File: config.mk
export PLATFORM = sky130hd
export DESIGN_NAME = muldiv_unit_flat
export DESIGN_NICKNAME = d
export VERILOG_FILES = /design/src/rtl/muldiv_if.sv /design/src/rtl/muldiv_unit.sv /design/src/flat_wrapper.sv
export SDC_FILE = /design/constraint.sdc
export NUM_CORES = 2
export LEC_CHECK = 0
export BUFFER_PORTS_ARGS = -buffer_cell sky130_fd_sc_hd__buf_2
export CORE_UTILIZATION = 55
export DETAILED_ROUTE_END_ITERATION = 16
export PLACE_DENSITY = 0.69
export SKIP_CTS_REPAIR_TIMING = 1
export SYNTH_ARGS = -nofsm -noshare
export SYNTH_HDL_FRONTEND = slang
export SYNTH_SLANG_ARGS = --single-unit
File: constraint.sdc
create_clock -name clk -period 11.7 [get_ports clk]
set_clock_uncertainty 0.1 [all_clocks]
set_input_delay 1.17 -clock clk [delete_from_list [all_inputs] [get_ports clk]]
set_output_delay 1.17 -clock clk [all_outputs]
set_load 0.005 [all_outputs]
File: src/rtl/muldiv_if.sv
// Handshake/operand bundle between the execute stage and the multiply/divide unit.
//   start, kill, s1, s2, funct3 : requester -> unit
//   busy, done, res             : unit -> requester
interface muldiv_if #(
  parameter int SIZE = 64
);
  logic            start;
  logic            kill;
  logic [SIZE-1:0] s1;
  logic [SIZE-1:0] s2;
  logic [2:0]      funct3;
  logic            busy;
  logic            done;
  logic [SIZE-1:0] res;

  modport master (
    output start, kill, s1, s2, funct3,
    input  busy, done, res
  );

  modport slave (
    input  start, kill, s1, s2, funct3,
    output busy, done, res
  );
endinterface

File: src/rtl/muldiv_unit.sv
// Iterative RV64M multiply/divide unit, one radix-2 step per clock.
// Ports:
//   clk          rising-edge clock
//   rst          synchronous active-high reset
//   bus.start    request, sampled only in IDLE
//   bus.kill     flush, aborts any operation in progress
//   bus.s1/s2    operands rs1/rs2
//   bus.funct3   000 MUL 001 MULH 010 MULHSU 011 MULHU 100 DIV 101 DIVU 110 REM 111 REMU
//   bus.busy     high while iterating
//   bus.done     one-cycle result-valid pulse
//   bus.res      result register, held until the next completion
//
// state | meaning
// ------+-----------------------------------------------------------
// IDLE  | waiting for start; operands latched when it is accepted
// BUSY  | one shift-add / restoring-divide step per clock, SIZE steps
// DONE  | res just written; single cycle, then back to IDLE
module muldiv_unit #(
  parameter int SIZE = 64
) (
  input  logic        clk,
  input  logic        rst,
  muldiv_if.slave     bus
);

  typedef enum logic [1:0] {ST_IDLE, ST_BUSY, ST_DONE} state_t;

  localparam int            CW       = $clog2(SIZE);
  localparam logic [CW-1:0] CNT_LAST = CW'(SIZE - 1);
  localparam logic [SIZE-1:0] MIN_NEG = {1'b1, {(SIZE-1){1'b0}}};

  state_t            state_q, state_d;
  logic [CW-1:0]     cnt_q, cnt_d;
  logic [2*SIZE-1:0] acc_q, acc_d;     // product, or {remainder, quotient}
  logic [SIZE-1:0]   opd_q, opd_d;     // multiplicand / divisor magnitude
  logic [2:0]        f3_q, f3_d;
  logic              neg_q, neg_d;     // negate product / quotient at the end
  logic              negr_q, negr_d;   // negate remainder at the end
  logic [SIZE-1:0]   res_q, res_d;

  assign bus.busy = (state_q == ST_BUSY);
  assign bus.done = (state_q == ST_DONE);
  assign bus.res  = res_q;

  // Operand sign interpretation at start
  logic            s1_signed, s2_signed, s1_neg, s2_neg;
  logic [SIZE-1:0] s1_mag, s2_mag;
  logic            is_div, div_zero, div_ovf;

  always_comb begin
    s1_signed = (bus.funct3 == 3'b001) || (bus.funct3 == 3'b010) ||
                (bus.funct3 == 3'b100) || (bus.funct3 == 3'b110);
    s2_signed = (bus.funct3 == 3'b001) || (bus.funct3 == 3'b100) ||
                (bus.funct3 == 3'b110);
    s1_neg    = s1_signed & bus.s1[SIZE-1];
    s2_neg    = s2_signed & bus.s2[SIZE-1];
    s1_mag    = s1_neg ? (~bus.s1 + 1'b1) : bus.s1;
    s2_mag    = s2_neg ? (~bus.s2 + 1'b1) : bus.s2;
    is_div    = bus.funct3[2];
    div_zero  = is_div && (bus.s2 == '0);
    // signed overflow: most negative value divided by -1
    div_ovf   = is_div && !bus.funct3[0] && (bus.s1 == MIN_NEG) && (bus.s2 == '1);
  end

  // One iteration step
  logic [SIZE:0]     mul_sum, div_top, div_diff;
  logic [2*SIZE-1:0] mul_next, div_next, step_next, prod;
  logic [SIZE-1:0]   quo, rem, final_res;

  always_comb begin
    mul_sum  = {1'b0, acc_q[2*SIZE-1:SIZE]} + (acc_q[0] ? {1'b0, opd_q} : '0);
    mul_next = {mul_sum, acc_q[SIZE-1:1]};

    // Remainder before the shift is below the divisor, so the shifted
    // partial remainder fits in SIZE+1 bits and the difference in SIZE.
    div_top  = acc_q[2*SIZE-1:SIZE-1];
    div_diff = div_top - {1'b0, opd_q};
    div_next = div_diff[SIZE] ? {acc_q[2*SIZE-2:0], 1'b0}
                              : {div_diff[SIZE-1:0], acc_q[SIZE-2:0], 1'b1};

    step_next = f3_q[2] ? div_next : mul_next;

    prod = neg_q ? (~step_next + 1'b1) : step_next;
    quo  = step_next[SIZE-1:0];
    rem  = step_next[2*SIZE-1:SIZE];

    case (f3_q)
      3'b000:                 final_res = prod[SIZE-1:0];
      3'b001, 3'b010, 3'b011: final_res = prod[2*SIZE-1:SIZE];
      3'b100, 3'b101:         final_res = neg_q  ? (~quo + 1'b1) : quo;
      default:                final_res = negr_q ? (~rem + 1'b1) : rem;
    endcase
  end

  always_comb begin
    state_d = state_q;
    cnt_d   = cnt_q;
    acc_d   = acc_q;
    opd_d   = opd_q;
    f3_d    = f3_q;
    neg_d   = neg_q;
    negr_d  = negr_q;
    res_d   = res_q;

    case (state_q)
      ST_IDLE: begin
        if (bus.start) begin
          f3_d = bus.funct3;
          if (div_zero) begin
            res_d   = bus.funct3[1] ? bus.s1 : '1;
            state_d = ST_DONE;
          end else if (div_ovf) begin
            res_d   = bus.funct3[1] ? '0 : bus.s1;
            state_d = ST_DONE;
          end else begin
            acc_d   = {{SIZE{1'b0}}, s1_mag};
            opd_d   = s2_mag;
            neg_d   = s1_neg ^ s2_neg;
            negr_d  = s1_neg;
            cnt_d   = '0;
            state_d = ST_BUSY;
          end
        end
      end
      ST_BUSY: begin
        acc_d = step_next;
        cnt_d = cnt_q + 1'b1;
        if (cnt_q == CNT_LAST) begin
          res_d   = final_res;
          cnt_d   = '0;
          state_d = ST_DONE;
        end
      end
      default: state_d = ST_IDLE;
    endcase

    if (bus.kill) begin
      state_d = ST_IDLE;
      cnt_d   = '0;
      res_d   = res_q;
    end
  end

  always_ff @(posedge clk) begin
    if (rst) begin
      state_q <= ST_IDLE;
      cnt_q   <= '0;
      acc_q   <= '0;
      opd_q   <= '0;
      f3_q    <= '0;
      neg_q   <= 1'b0;
      negr_q  <= 1'b0;
      res_q   <= '0;
    end else begin
      state_q <= state_d;
      cnt_q   <= cnt_d;
      acc_q   <= acc_d;
      opd_q   <= opd_d;
      f3_q    <= f3_d;
      neg_q   <= neg_d;
      negr_q  <= negr_d;
      res_q   <= res_d;
    end
  end

endmodule
File: src/flat_wrapper.sv
// flat-port wrapper written by rule: the top's interface ports become plain ports
module muldiv_unit_flat 
#(
  parameter int SIZE = 64
)
  (clk, rst, bus_start, bus_kill, bus_s1, bus_s2, bus_funct3, bus_busy, bus_done, bus_res);
  muldiv_if #(.SIZE(SIZE)) bus_i ();
  input  logic clk;
  input  logic rst;
  input wire logic [$bits(bus_i.start)-1:0] bus_start;
  input wire logic [$bits(bus_i.kill)-1:0] bus_kill;
  input wire logic [$bits(bus_i.s1)-1:0] bus_s1;
  input wire logic [$bits(bus_i.s2)-1:0] bus_s2;
  input wire logic [$bits(bus_i.funct3)-1:0] bus_funct3;
  output wire logic [$bits(bus_i.busy)-1:0] bus_busy;
  output wire logic [$bits(bus_i.done)-1:0] bus_done;
  output wire logic [$bits(bus_i.res)-1:0] bus_res;
  assign bus_i.start = bus_start;
  assign bus_i.kill = bus_kill;
  assign bus_i.s1 = bus_s1;
  assign bus_i.s2 = bus_s2;
  assign bus_i.funct3 = bus_funct3;
  assign bus_busy = bus_i.busy;
  assign bus_done = bus_i.done;
  assign bus_res = bus_i.res;
  muldiv_unit #(.SIZE(SIZE)) u_core (.clk(clk), .rst(rst), .bus(bus_i));
endmodule
======== After elaboration in Yosys (flattened, before gate mapping) ========
Cells that the tools add are included.
cells by class
  add/sub/neg operators ................... 8
  eq/ne operators ......................... 19
  mux-type cells .......................... 30
  bitwise operators ....................... 11
  reduce and logical (&&, ||, !) cells .... 22
operator list
  cell                                                                    number
  128-bit two-way mux                                                     6
  64-bit two-way mux                                                      11
  64-bit by 1-bit adder with 64-bit output (second input constant)        4
  64-bit inverter                                                         4
  128-bit case mux with 2 select lines                                    1
  64-bit case mux with 3 select lines                                     1
  128-bit by 1-bit adder with 128-bit output (second input constant)      1
  64-bit equality test (second input constant)                            2
  128-bit inverter                                                        1
  64-bit case mux with 2 select lines                                     1
  64-bit by 65-bit adder with 65-bit output                               1
  65-bit by 64-bit subtractor with 65-bit output                          1
  64-bit zero test                                                        1
  6-bit two-way mux                                                       4
  3-bit equality test (second input constant)                             4
  6-bit case mux with 2 select lines                                      1
  3-bit by 2-bit equality test with 1-bit output (second input constant)  3
  2-bit two-way mux                                                       4
  4-bit AND reduction                                                     2
  6-bit by 1-bit adder with 6-bit output (second input constant)          1
  3-bit by 1-bit equality test with 1-bit output (second input constant)  2
  6-bit equality test (second input constant)                             1
  2-bit inequality test (second input constant)                           3
  1-bit logical OR                                                        5
  17 further kinds                                                        25
storage, ports and cells
  register bits after elaboration ......... 269
  input bits .............................. 135
  output and inout port bits .............. 66
  logic and storage cells ................. 98

======== Depth between registers and ports, before layout ========
  word-level depth ........................ 10
  depth in mapped cells ................... 30
  gate-level depth less buffers ........... 26

======== Least setup slack after synthesis ========
Ideal clock, no wire load.
  path type ............................... flip-flop to flip-flop
  start point ............................. register u_core.f3_q[2]
  end point ............................... register u_core.res_q[48] (netlist: u_core.bus.res[48])
  setup time .............................. 0.101 ns
  arrival time ............................ 7.219 ns
  required time ........................... 11.499 ns
  setup slack ............................. 4.280 ns
  cell stages (with the launch flop) ...... 28
  buffers on the path ..................... 13
  clock period less this slack ............ 7.420 ns
  cell sequence ........................... dfxtp_1 clkbuf_1 buf_1 buf_2 buf_1 clkbuf_1 buf_2 buf_2 buf_1 buf_1 clkbuf_1 buf_2 buf_2 mux2i_1 ha_1 o2111ai_1 nor3_1 nand2_1 nor3b_1 nand4_1 or3_1 or3_1 clkbuf_1 or4_4 nand2_1 xor2_1 a21oi_1 o41ai_1
on the way
  longest elaborated chain between the ends .. 7
  elaborated cells on any way between the ends .. 21
  classes of those cells .................. 3 x add/sub; 5 x eq/ne; 7 x mux; 3 x bitwise; 3 x reduce/logical
RTL lines
  item                                                                      RTL line            source
  from (decl)                                                               muldiv_unit.sv:36   logic [2:0] f3_q, f3_d;
  from (signal assigned)                                                    muldiv_unit.sv:150  f3_q <= '0;
  from (signal assigned)                                                    muldiv_unit.sv:159  f3_q <= f3_d;
  128-bit two-way mux                                                       muldiv_unit.sv:81   step_next = f3_q[2] ? div_next : mul_next;
  128-bit inverter, or another cell as far along                            muldiv_unit.sv:83   prod = neg_q ? (~step_next + 1'b1) : step_next;
  128-bit by 1-bit adder with 128-bit output, or another cell as far along  muldiv_unit.sv:83
  128-bit two-way mux, or another cell as far along                         muldiv_unit.sv:83
  64-bit case mux with 3 select lines *                                     muldiv_unit.sv:87   case (f3_q)
  64-bit two-way mux *                                                      muldiv_unit.sv:128  if (cnt_q == CNT_LAST) begin
  64-bit case mux with 2 select lines *                                     muldiv_unit.sv:105  case (state_q)
  to (signal assigned)                                                      muldiv_unit.sv:162  res_q <= res_d;
  to (decl)                                                                 muldiv_unit.sv:39   logic [SIZE-1:0] res_q, res_d;
Every way passes the cells marked *; elsewhere a longest branch is shown, timed or not. The select of a mux whose other input is x is not followed.
A chain may end at the register's enable or synchronous reset.

======== Final worst setup path ========
  start point ............................. register u_core.acc_q[63]
  end point ............................... register u_core.res_q[58] (netlist: u_core.bus.res[58])
on the way
  longest elaborated chain between the ends .. 9
  elaborated cells on any way between the ends .. 15
  classes of those cells .................. 4 x add/sub; 8 x mux; 3 x bitwise
RTL lines
  item                                                                      RTL line            source
  from (decl)                                                               muldiv_unit.sv:34   logic [2*SIZE-1:0] acc_q, acc_d;
  from (signal assigned)                                                    muldiv_unit.sv:148  acc_q <= '0;
  from (signal assigned)                                                    muldiv_unit.sv:157  acc_q <= acc_d;
  65-bit by 64-bit subtractor with 65-bit output                            muldiv_unit.sv:77   div_diff = div_top - {1'b0, opd_q};
  128-bit two-way mux                                                       muldiv_unit.sv:78   div_next = div_diff[SIZE] ? {acc_q[2*SIZE-2:0], 1'b0}
  128-bit two-way mux *                                                     muldiv_unit.sv:81
  128-bit inverter, or another cell as far along                            muldiv_unit.sv:83
  128-bit by 1-bit adder with 128-bit output, or another cell as far along  muldiv_unit.sv:83
  128-bit two-way mux, or another cell as far along                         muldiv_unit.sv:83
  64-bit case mux with 3 select lines *                                     muldiv_unit.sv:87
  64-bit two-way mux *                                                      muldiv_unit.sv:128
  64-bit case mux with 2 select lines *                                     muldiv_unit.sv:105
Marks and branches as above.

==> impl_summary.md <==
Layout
The summed area of non-filler cells in the final layout is 33,490 um2. After the last flow step, the layout net total stands at 4,881. In the layout the commonest cells are nor2_1 (594), nand2_1 (495), a21oi_1 (454). Of the cells placed in the final design, the portion with a size suffix greater than 1 is 9.103%. The synthesis-to-finish area growth is 8.102%.

Summing all multi-input logic gate instances after layout gives 23,890 um2. Fill cells in the final layout number 5,484. The sequential cell area is 5391 um2. The count of non-filler cells in the finished layout is 5,395. The core occupancy in the finished layout is 60.43%.

The commonest non-fill, non-tap cell in the layout is nor2_1.

Yosys
In this run the cell area of the synthesized design comes to 30,980 um2. The leading area contributor after synthesis is dfxtp_1. The number of synthesized flops with an enable pin is 0. Averaged over all synthesized cells, the footprint is 6.694 um2. Of all flip-flops after synthesis, the portion carrying an async set or reset was 0%. In the synthesized netlist the dominant register cell turns out to be dfxtp_1. The sequential fraction of the synthesis area is 17.38%.

The post-synthesis cell type count is 99. The number of synthesized register bits is 269. The share of Yosys cell area claimed by the top area cell type is 17.38%.

After technology mapping, the gate count stands at 4,628. Synthesis produced a netlist with a net count of 4,899. By area the synthesized netlist is led by dfxtp_1 (17%), a21oi_1 (7.3%), nor2_1 (7.2%). The count of yosys warnings during synthesis is 0.

Clock network
The longest clock path from root to sink contains 3 buffers. In this run the number of H-tree levels came out at 2. The TritonCTS sink count is 269. TritonCTS built the clock tree. Clock tree synthesis inserted a total of 37 buffers.

The latest clock arrival within the worst-skew pair is 580 ps. The clock-pin slew of the registers on the worst-case setup and hold paths is 60 ps. The clock root buffer is clkbuf_16.

Setup path
The critical path starts at u_core.acc_q[63]. The critical path startpoint category is a flop. The signal arrival time at the worst endpoint is 8750 ps. The startpoint-to-endpoint class of the critical path is reg -> reg.

STA puts the critical path data required time at 12,090 ps. The startpoint of the most critical register-to-register path is u_core.acc_q[63]. The worst setup path is captured at a flop. The largest fanout on the critical path is 11.

Floorplan
The die outline width is 239.3 um. The area of the core is 55,420 um2. The initialized floorplan defines 86 standard-cell rows. The overall die height is 239.3 um. The initial cell density of the core is 55.90%. 201 I/O pins were placed. The overall die area is 57,280 um2.

Placed design
The number of cells in the design after placement is 5,319. The count of port buffers added during placement is 200. The placed instances occupy a cell area of 32,230 um2. The congestion estimate from routability-driven global placement came to 1.077.

Once detailed placement completed, the half-perimeter wirelength came to 106,200 um. The pre-CTS setup slack is 3825 ps.

Detailed routing
The via count normalized by instance count is 6.865. The first-pass iteration count of the detailed router is 9. The per-cell routed wire length is 25.94 um. The post-route antenna net violation count is 0.

The total wire length is 139,900 um. The detailed router placed 37,030 vias in this run. The number of violations reported at the end of detailed-routing iteration 0 is 5,590. The number of DRC violations after detailed routing is 0.

STA
Measured against its own limit, the worst slew margin works out to 10.34%. The highest clock frequency the design can meet is 119.6 MHz. The final count of hold timing violations is 0. The worst path in the final design needs a cycle of 8360 ps, including I/O delays and setup. Setup violations remaining at the end of the flow were counted as 0.

At the pin with the least slew margin, the transition time is 1340 ps. The smallest setup slack after layout is 3340 ps. The total count of max-transition violations in the final report is 0. Adding up every negative setup slack in the final design gives 0 ps.

Setup repair after global routing left no endpoint under its margin. The final critical path takes up 71.45% of the cycle.

Run status
The run finished with clean final reports.

Min path
The type of the most critical hold path is reg -> reg. The worst hold path begins at u_core.bus.res[18].

GRT
The total congestion overflow after global routing is 0. For this run, the total global-route usage over all layers was measured as 47.13%. The initial antenna violation count is 15. The first global-routing pass estimated 205,400 um of wire.

The largest net degree at the start of global routing is 148. The via count of the first global-routing pass came to 32,880.

Pwr
The power per standard cell area is 102.6 nW/um2. The worst-case IR drop observed on VDD is 0.1287 mV. For this design the static power due to leakage is 12.82 nW.

Run
The reported max-cap violation count is 0.
## power breakdown
part           leakage (nW)  internal, mW  switching (mW)
registers              2.20         0.966          0.0690
clock network         0.594         0.689           0.493
logic                  10.0         0.393           0.826
total                  12.8          2.05            1.39
## metrics by stage
stage	total power, mW	hold WS, ps
floorplan	1.822	334.5
global placement	2.203	320.8
detailed placement	2.207	326.8
CTS	3.375	334.5
global route	3.546	362.9
finish	3.436	331.2
## worst max-delay path, stage by stage (launching register included)
cell and delay, ps:
dfxtp_1 350, inv_1 90, ha_1 210, fa_1 380, nand2b_1 190, a21oi_1 400, o21ai_0 310, a2111oi_4 550
o2111a_1 570, a2111oi_4 90, nor2_1 150, ha_1 200, o2111ai_1 170, nor3_1 440, nand2_1 270, nor3b_1 410
nand4_1 390, or3_1 540, or3_1 610, inv_1 210, nand4_1 410, o41ai_1 570, xnor2_1 110, o221ai_1 180
o211ai_1 120, a211oi_1 230
## cells in the mapped netlist (13+ instances only)
cell	instances
a2111oi_0	13
a211oi_1	158
a21boi_0	13
a21o_1	58
a21oi_1	454
a221oi_1	30
a311oi_1	14
a31oi_1	68
and2_1	87
and3_1	28
buf_1	35
buf_2	13
clkbuf_1	265
dfxtp_1	269
ha_1	134
inv_1	133
mux2_2	19
mux2i_1	66
nand2_1	495
nand2b_1	40
nand3_1	119
nand3b_1	13
nand4_1	85
nor2_1	597
nor3_1	163
nor3b_1	15
nor4_1	57
o211a_1	13
o211ai_1	42
o21a_1	29
o21ai_0	335
o21ai_1	13
o21bai_1	25
o221ai_1	24
o22ai_1	17
o31ai_1	61
o41ai_1	16
or2_2	20
or3_1	60
or4_1	22
xnor2_1	197
xor2_1	130
## cell type report
type,count,share of cell area (%)
antenna,11,0.08219
clock buffer,52,3.206
timing repair buffer,265,4.509
sequential,269,16.10
clock inverter,13,0.4670
tap,748,2.795
inverter,134,1.509
multi-input combinational,3903,71.33
## logic make-up after synthesis
kind of cell,count (synthesis),synth area share (%)
muxes,85,2.823
AOI/OAI and AO/OA,1490,30.74
adders and majority gates,136,5.541
buffers and inverters,456,5.715
xor gates and xnor gates,327,9.245
and+or+nand+nor,1865,28.56
DFF,269,17.38
## registers in the layout, indices dropped and copies added (netlist names)
name	cells
u_core.cnt_q	6
u_core.acc_q	128
u_core.negr_q	1
u_core.neg_q	1
u_core.state_q	2
u_core.opd_q	64
u_core.bus.res	64
u_core.f3_q	3
## final timing paths
path | cells past startpoint | slack [ps] | endpoint
hold reg to reg | 2 | 330 | u_core.bus.res[18]
hold / removal | 2 | 330 | u_core.bus.res[18]
setup reg to reg | 25 | 3340 | u_core.bus.res[58]
setup / recovery | 25 | 3340 | u_core.bus.res[58]
## per-layer routing
layer,wire length [um],GRT usage (%),share of wire [%],vias up
met5,494,4.502,0.35,-
met2,56340,67.60,40,2299
met3,17900,15.90,13,554
met4,9525,27.35,6.8,20
met1,55670,60.57,40,17270
li1,-,-,-,16900
(Power assumes the default switching activity.)
